[config.mk]
export PLATFORM = sky130hd
export DESIGN_NAME = line_segment_scheduler
export DESIGN_NICKNAME = d
export VERILOG_FILES = /design/src/rtl/line_pkg.sv /design/src/rtl/line_pixel_prio_mux.sv /design/src/rtl/line_segment_scheduler.sv
export SDC_FILE = /design/constraint.sdc
export NUM_CORES = 1
export LEC_CHECK = 0
export ABC_AREA = 1
export CAP_MARGIN = 20
export CELL_PAD_IN_SITES_DETAIL_PLACEMENT = 2
export CELL_PAD_IN_SITES_GLOBAL_PLACEMENT = 2
export CORE_MARGIN = 3
export CORE_UTILIZATION = 28
export DETAILED_ROUTE_END_ITERATION = 10
export PLACE_DENSITY_LB_ADDON = 0.05
export SYNTH_ARGS = -nofsm -noshare
export SYNTH_HDL_FRONTEND = slang
export SYNTH_HIERARCHICAL = 1
export SYNTH_SLANG_ARGS = --single-unit
export TNS_END_PERCENT = 100
[constraint.sdc]
create_clock -name vclock -period 1.3 [get_ports vclock]
set_input_delay 0.13 -clock vclock [delete_from_list [all_inputs] [get_ports vclock]]
set_output_delay 0.13 -clock vclock [all_outputs]
set_load 0.03 [all_outputs]
[src/rtl/line_pkg.sv]
// Shared types and constants for the line segment scheduler: coordinate widths,
// the segment record, the commit FSM states and the endpoint range check.
package line_pkg;

    localparam int X_W     = 11;
    localparam int Y_W     = 10;
    localparam int COLOR_W = 3;

    localparam logic [X_W-1:0] HMAX_DEF = 11'd1023;
    localparam logic [Y_W-1:0] VMAX_DEF = 10'd767;

    typedef struct packed {
        logic [X_W-1:0]     x1;
        logic [Y_W-1:0]     y1;
        logic [X_W-1:0]     x2;
        logic [Y_W-1:0]     y2;
        logic [COLOR_W-1:0] color;
        logic               en;
    } seg_t;

    typedef enum logic [1:0] {
        IDLE    = 2'd0,
        PENDING = 2'd1,
        SWAP    = 2'd2
    } state_t;

    function automatic logic coords_ok(
        input logic [X_W-1:0] x1,
        input logic [X_W-1:0] x2,
        input logic [X_W-1:0] hmax,
        input logic [Y_W-1:0] y1,
        input logic [Y_W-1:0] y2,
        input logic [Y_W-1:0] vmax
    );
        return (x1 <= hmax) && (x2 <= hmax) && (y1 <= vmax) && (y2 <= vmax);
    endfunction

endpackage

[src/rtl/line_pixel_prio_mux.sv]
// Registered fixed-priority merge of the engine pixels: the lowest enabled slot
// with a nonzero pixel wins, otherwise the background colour is shown.
module line_pixel_prio_mux
    import line_pkg::*;
#(
    parameter int                 NSEG     = 4,
    parameter logic [COLOR_W-1:0] BG_COLOR = 3'b000
) (
    input  logic                      clk,
    input  logic                      rst_n,
    input  logic [NSEG-1:0]           seg_en,
    input  logic [NSEG*COLOR_W-1:0]   eng_pixel,
    output logic [COLOR_W-1:0]        pixel
);

    logic [COLOR_W-1:0] sel_s;
    logic [COLOR_W-1:0] pixel_r;

    // Walk from the highest slot down so the lowest qualifying slot overwrites last.
    always_comb begin
        sel_s = BG_COLOR;
        for (int k = NSEG - 1; k >= 0; k--) begin
            sel_s = (seg_en[k] && (eng_pixel[k*COLOR_W +: COLOR_W] != 3'b000))
                    ? eng_pixel[k*COLOR_W +: COLOR_W] : sel_s;
        end
    end

    // Output register for the merged pixel.
    always_ff @(posedge clk or negedge rst_n) begin
        if (!rst_n) begin
            pixel_r <= BG_COLOR;
        end else begin
            pixel_r <= sel_s;
        end
    end

    assign pixel = pixel_r;

endmodule

[src/rtl/line_segment_scheduler.sv]
// Double-buffered segment table for a bank of line engines: host writes go to a
// shadow table, which is copied to the active table only at a frame boundary.
module line_segment_scheduler
    import line_pkg::*;
#(
    parameter int                 NSEG     = 4,
    parameter int                 SLOT_W   = 2,
    parameter logic [X_W-1:0]     HMAX     = 11'd1023,
    parameter logic [Y_W-1:0]     VMAX     = 10'd767,
    parameter logic [COLOR_W-1:0] BG_COLOR = 3'b000
) (
    input  logic                      vclock,
    input  logic                      rst_n,
    input  logic [X_W-1:0]            hcount,
    input  logic [Y_W-1:0]            vcount,
    input  logic                      wr_valid,
    output logic                      wr_ready,
    input  logic [SLOT_W-1:0]         wr_slot,
    input  logic [X_W-1:0]            wr_x1,
    input  logic [X_W-1:0]            wr_x2,
    input  logic [Y_W-1:0]            wr_y1,
    input  logic [Y_W-1:0]            wr_y2,
    input  logic [COLOR_W-1:0]        wr_color,
    input  logic                      wr_en,
    output logic                      wr_err,
    input  logic                      commit_valid,
    output logic                      commit_ready,
    output logic                      swap_done,
    output logic [NSEG*X_W-1:0]       seg_x1,
    output logic [NSEG*X_W-1:0]       seg_x2,
    output logic [NSEG*Y_W-1:0]       seg_y1,
    output logic [NSEG*Y_W-1:0]       seg_y2,
    output logic [NSEG*COLOR_W-1:0]   seg_color,
    output logic [NSEG-1:0]           seg_en,
    input  logic [NSEG*COLOR_W-1:0]   eng_pixel,
    output logic [COLOR_W-1:0]        pixel
);

    state_t state_r;
    logic   ready_r;
    logic   swap_done_r;
    logic   wr_err_r;
    logic   origin_d_r;
    logic   frame_start_r;
    seg_t   shadow_r [NSEG];
    seg_t   active_r [NSEG];

    logic origin_s;
    logic wr_acc_s;
    logic wr_ok_s;

    assign origin_s = (hcount == 11'd0) && (vcount == 10'd0);
    assign wr_acc_s = wr_valid && ready_r;
    assign wr_ok_s  = coords_ok(wr_x1, wr_x2, HMAX, wr_y1, wr_y2, VMAX);

    // Rising-edge detect of the raster origin so a held match gives one pulse.
    always_ff @(posedge vclock or negedge rst_n) begin
        if (!rst_n) begin
            origin_d_r    <= 1'b0;
            frame_start_r <= 1'b0;
        end else begin
            origin_d_r    <= origin_s;
            frame_start_r <= origin_s && !origin_d_r;
        end
    end

    // Shadow table writes and the rejected-write pulse.
    always_ff @(posedge vclock or negedge rst_n) begin
        if (!rst_n) begin
            for (int k = 0; k < NSEG; k++) begin
                shadow_r[k] <= '0;
            end
            wr_err_r <= 1'b0;
        end else begin
            wr_err_r <= wr_acc_s && !wr_ok_s;
            if (wr_acc_s && wr_ok_s) begin
                shadow_r[wr_slot] <= '{x1: wr_x1, y1: wr_y1, x2: wr_x2, y2: wr_y2,
                                       color: wr_color, en: wr_en};
            end
        end
    end

    // Commit FSM; the active table is only loaded on the PENDING->SWAP edge.
    always_ff @(posedge vclock or negedge rst_n) begin
        if (!rst_n) begin
            state_r     <= IDLE;
            ready_r     <= 1'b1;
            swap_done_r <= 1'b0;
            for (int k = 0; k < NSEG; k++) begin
                active_r[k] <= '0;
            end
        end else begin
            case (state_r)
                IDLE: begin
                    swap_done_r <= 1'b0;
                    if (commit_valid && ready_r) begin
                        state_r <= PENDING;
                        ready_r <= 1'b0;
                    end else begin
                        state_r <= IDLE;
                        ready_r <= 1'b1;
                    end
                end
                PENDING: begin
                    ready_r <= 1'b0;
                    if (frame_start_r) begin
                        active_r    <= shadow_r;
                        state_r     <= SWAP;
                        swap_done_r <= 1'b1;
                    end else begin
                        state_r     <= PENDING;
                        swap_done_r <= 1'b0;
                    end
                end
                SWAP: begin
                    state_r     <= IDLE;
                    ready_r     <= 1'b1;
                    swap_done_r <= 1'b0;
                end
                default: begin
                    state_r     <= IDLE;
                    ready_r     <= 1'b1;
                    swap_done_r <= 1'b0;
                end
            endcase
        end
    end

    for (genvar k = 0; k < NSEG; k++) begin : g_out
        assign seg_x1[k*X_W +: X_W]             = active_r[k].x1;
        assign seg_x2[k*X_W +: X_W]             = active_r[k].x2;
        assign seg_y1[k*Y_W +: Y_W]             = active_r[k].y1;
        assign seg_y2[k*Y_W +: Y_W]             = active_r[k].y2;
        assign seg_color[k*COLOR_W +: COLOR_W]  = active_r[k].color;
        assign seg_en[k]                        = active_r[k].en;
    end

    assign wr_ready     = ready_r;
    assign commit_ready = ready_r;
    assign swap_done    = swap_done_r;
    assign wr_err       = wr_err_r;

    line_pixel_prio_mux #(
        .NSEG     (NSEG),
        .BG_COLOR (BG_COLOR)
    ) u_prio_mux (
        .clk       (vclock),
        .rst_n     (rst_n),
        .seg_en    (seg_en),
        .eng_pixel (eng_pixel),
        .pixel     (pixel)
    );

endmodule

==> flow_metrics.py <==
metrics = {
    "pwr": {
        "clkPwrFrac": 0.456,
        "max-vdd-ir-drop_mv": 0.788,
        "power_switching_uw": 6470,
        "power_leakage_uw": 0.0129,
        "p_per_area_nw_per_um2": 1200,
        "intPower_uw": 20000,
        "comb_power_share": 0.062,
        "seqPwrFrac": 0.483,
        "swShare": 0.244,
    },
    "final_layout": {
        "nets": 2095,
        "multi_input_area_sq_um": 5550,
        "ff_latch_area_sq_um": 9440,
        "layout-drive-gt1-share": 0.296,
        "fin_cells": 2723,
        "stdcell_area_sq_um": 22100,
        "n_antenna_cell": 0,
        "nFillCells": 5395,
        "area_delta_synth_final_pct": 50.7,
    },
    "placement": {
        "gp_congestion": 0.735,
        "dpl.hpwl_microns": 36600,
        "portBuffers": 275,
        "placedCellCount": 2594,
        "placed_cell_area_sq_um": 19300,
    },
    "sta": {
        "rsz0062_at_grt": "true",
        "fmax_mhz": 652,
        "slew_violations": 0,
        "fin_ws_ps": -233,
        "finalClockSkew_ps": 11.4,
        "period_needed_ps": 1530,
        "post-route-period-util": 1.18,
        "worst_pin_slew_ps": 364,
        "setup_viol": 331,
        "slew_headroom": 0.757,
        "hold_viol": 0,
    },
    "synth": {
        "synth_top_family_by_area": "simple AND/OR/NAND/NOR gates",
        "synth-xor-area-share": 0,
        "synthFlopType": "dfrtp_1",
        "yosys_warnings": 6,
        "synth-simple-area-share": 0.307,
        "avgSynthCellArea_sq_um": 8.91,
        "netlist_instances": 1648,
        "synth.largest_area_cell": "dfrtp_1",
        "synth_edf_count": 0,
        "synth_compound_area_frac": 0.00844,
        "synth.most_common_cell": "nand2_1",
        "synth_top_area_frac": 0.641,
        "synth_area_sq_um": 14700,
        "synth-seq-cells": 377,
        "synth.distinct_cells": 21,
        "yosys-top-cells-area": "dfrtp_1 64%, nand2_1 23%, nand3_1 6.3%",
        "synth.mux.area_fraction": 0,
        "syn-num-nets": 1733,
        "synthAdderAreaFrac": 0,
        "yosysSeqAreaShare": 0.643,
        "synth_commonest_cells": "910 x nand2_1, 376 x dfrtp_1, 185 x nand3_1",
        "async_flop_share": 1.00,
    },
    "floorplanning": {
        "die_x_microns": 235,
        "start_util": 0.284,
        "die-area_sq_um": 55200,
        "die_h_microns": 235,
        "row_count": 83,
        "coreArea_sq_um": 51600,
        "io_pins": 276,
    },
    "cts": {
        "cts_root_buffer": "clkbuf_16",
        "clk_latency_ps": 560,
        "cts.sinks": 377,
        "cts_buffers": 45,
        "cts_tree": "done",
        "h-tree-depth": 2,
        "cts.path.max_buffers": 3,
        "clk_pin_slew_worst_paths_ps": 60,
    },
    "global_routing": {
        "grt_pass1_vias": 14052,
        "grt_overflow_total": 0,
        "grtUsageTotal": 0.192,
        "grt_pass1_wl_microns": 84200,
        "grt_antenna_before_repair": 4,
        "grt_max_degree": 57,
    },
    "setup_path": {
        "crit_chain": "nand2_4, nor2_4, buf_4, buf_12, clkbuf_16, nand3_1, nand2_1",
        "critical_path_class": "reg2reg",
        "crit_fanout": 14,
        "required_ps": 1790,
        "cp_data_arrival_time_ps": 2020,
        "worstSetupStartpointType": "register",
        "end_kind": "register",
        "slowest_stage": "dfstp_2",
        "cpPeakStageDelay_ps": 560,
    },
    "routing": {
        "detail-route-antenna-nets": 0,
        "wl_per_cell_microns": 21.3,
        "dr_total_vias": 12722,
        "avgViaCountPerCell": 4.67,
        "drc": 0,
        "first_pass_iters": 5,
        "drt_iter0_markers": 645,
        "finalWirelength_microns": 58000,
    },
    "outcome": {
        "violations": "negative setup slack",
        "status": "finished, violations left",
    },
    "flow_run": {
        "maxCapViolCount": 0,
    },
    "hold_path": {
        "holdCritPathClass": "in2async",
    },
}
-- layout make-up --
class,instances,area share
clock buffers,68,0.0602
clock inverters,12,0.00283
inverters,22,0.00430
multi-input cells,1152,0.251
flip-flops and latches,377,0.427
well taps,680,0.0385
repair buffers,412,0.217
-- flip-flops by register name, summed over array words and instances (netlist names) --
| register | cells |
|---|---|
| commit_ready | 1 |
| frame_start_r | 1 |
| origin_d_r | 1 |
| seg_color | 12 |
| seg_en | 4 |
| seg_x1 | 44 |
| seg_x2 | 44 |
| seg_y1 | 40 |
| seg_y2 | 40 |
| shadow_r | 184 |
| state_r | 2 |
| u_prio_mux/pixel | 3 |
| wr_err | 1 |
-- cells by family after synthesis --
logic type	count (synthesis)
and+or+nand+nor	1129
DFF	377
AOI/OAI and AO/OA	23
buffers and inverters	119
-- what timing repair did --
| action | in CTS | in global routing |
|---|---|---|
| endpoints found under the setup margin | 466 | 477 |
| buffers inserted | 10 | 10 |
| pin swaps | 0 | 11 |
| gates cloned | 0 | 29 |
| endpoints found under the hold margin | 336 | 0 |
| resized for setup | 841 | 297 |
| hold buffers | 1 | 0 |
-- through the flow --
stage | utilization | total power [uW] | hold WS, ps | worst slack [ps] | TNS, ps
floorplan | - | 13300 | -166 | -130 | -22130
global placement | 0.374 | 14400 | 29.9 | -541 | -95380
detailed placement | 0.374 | 14500 | 31.8 | -614 | -106800
CTS | 0.395 | 26800 | 18.4 | -240 | -37860
global route | 0.429 | 27700 | 36.0 | -295 | -61980
finish | 0.429 | 26500 | 38.5 | -233 | -38570
-- power groups by stage --
stage | sequential (uW) | clock [uW] | combinational, uW
2_1_floorplan | 12700 | 0 | 572
3_3_place_gp | 12800 | 0 | 1560
3_5_place_dp | 12800 | 0 | 1630
4_1_cts | 12600 | 12500 | 1660
5_1_grt | 12800 | 13000 | 1860
6_report | 12800 | 12100 | 1640
-- final timing paths --
check / depth (start not counted) / end / startpoint / slack [ps]
setup reg to reg: 7 / shadow_r[18] / commit_ready / -230
hold / removal: 2 / seg_x2[37] / rst_n / 40
min in group vclock: 3 / u_prio_mux/pixel[2] / eng_pixel[2] / 220
setup / recovery: 7 / shadow_r[18] / commit_ready / -230
hold reg to reg: 1 / frame_start_r / origin_d_r / 420
max in group asynchronous: 4 / seg_x1[35] / rst_n / 550
-- cell usage in the layout, fill, tap and decap left out, types with 2 or more instances in the layout --
cell and instances:
nor2_1 18, clkinv_2 11, buf_4 73, a21oi_1 12, nand2_1 732, dfrtp_2 3
buf_2 93, a21boi_0 2, clkbuf_1 11, nor2_4 6, inv_1 17, nand2_2 101
buf_16 12, clkdlybuf4s50_1 83, buf_6 54, clkbuf_8 12, nand3_2 2, o21ai_0 6
nand3_1 183, buf_12 69, nand2_4 83, inv_2 4, dfrtp_1 373, clkbuf_16 67
buf_8 4
-- worst max-delay path, delay by kind of cell (launching register included) --
family	cells	cell delay (ps)
DFF	1	560
and+or+nand+nor	4	390
buffers and inverters	3	500
-- layer usage --
metal	wire length, microns	global-route usage
met4	949	0.0410
met5	52	0
met2	28400	0.321
met1	25900	0.255
met3	2640	0.0437
No activity file was read; power rests on OpenSTA's default activity.
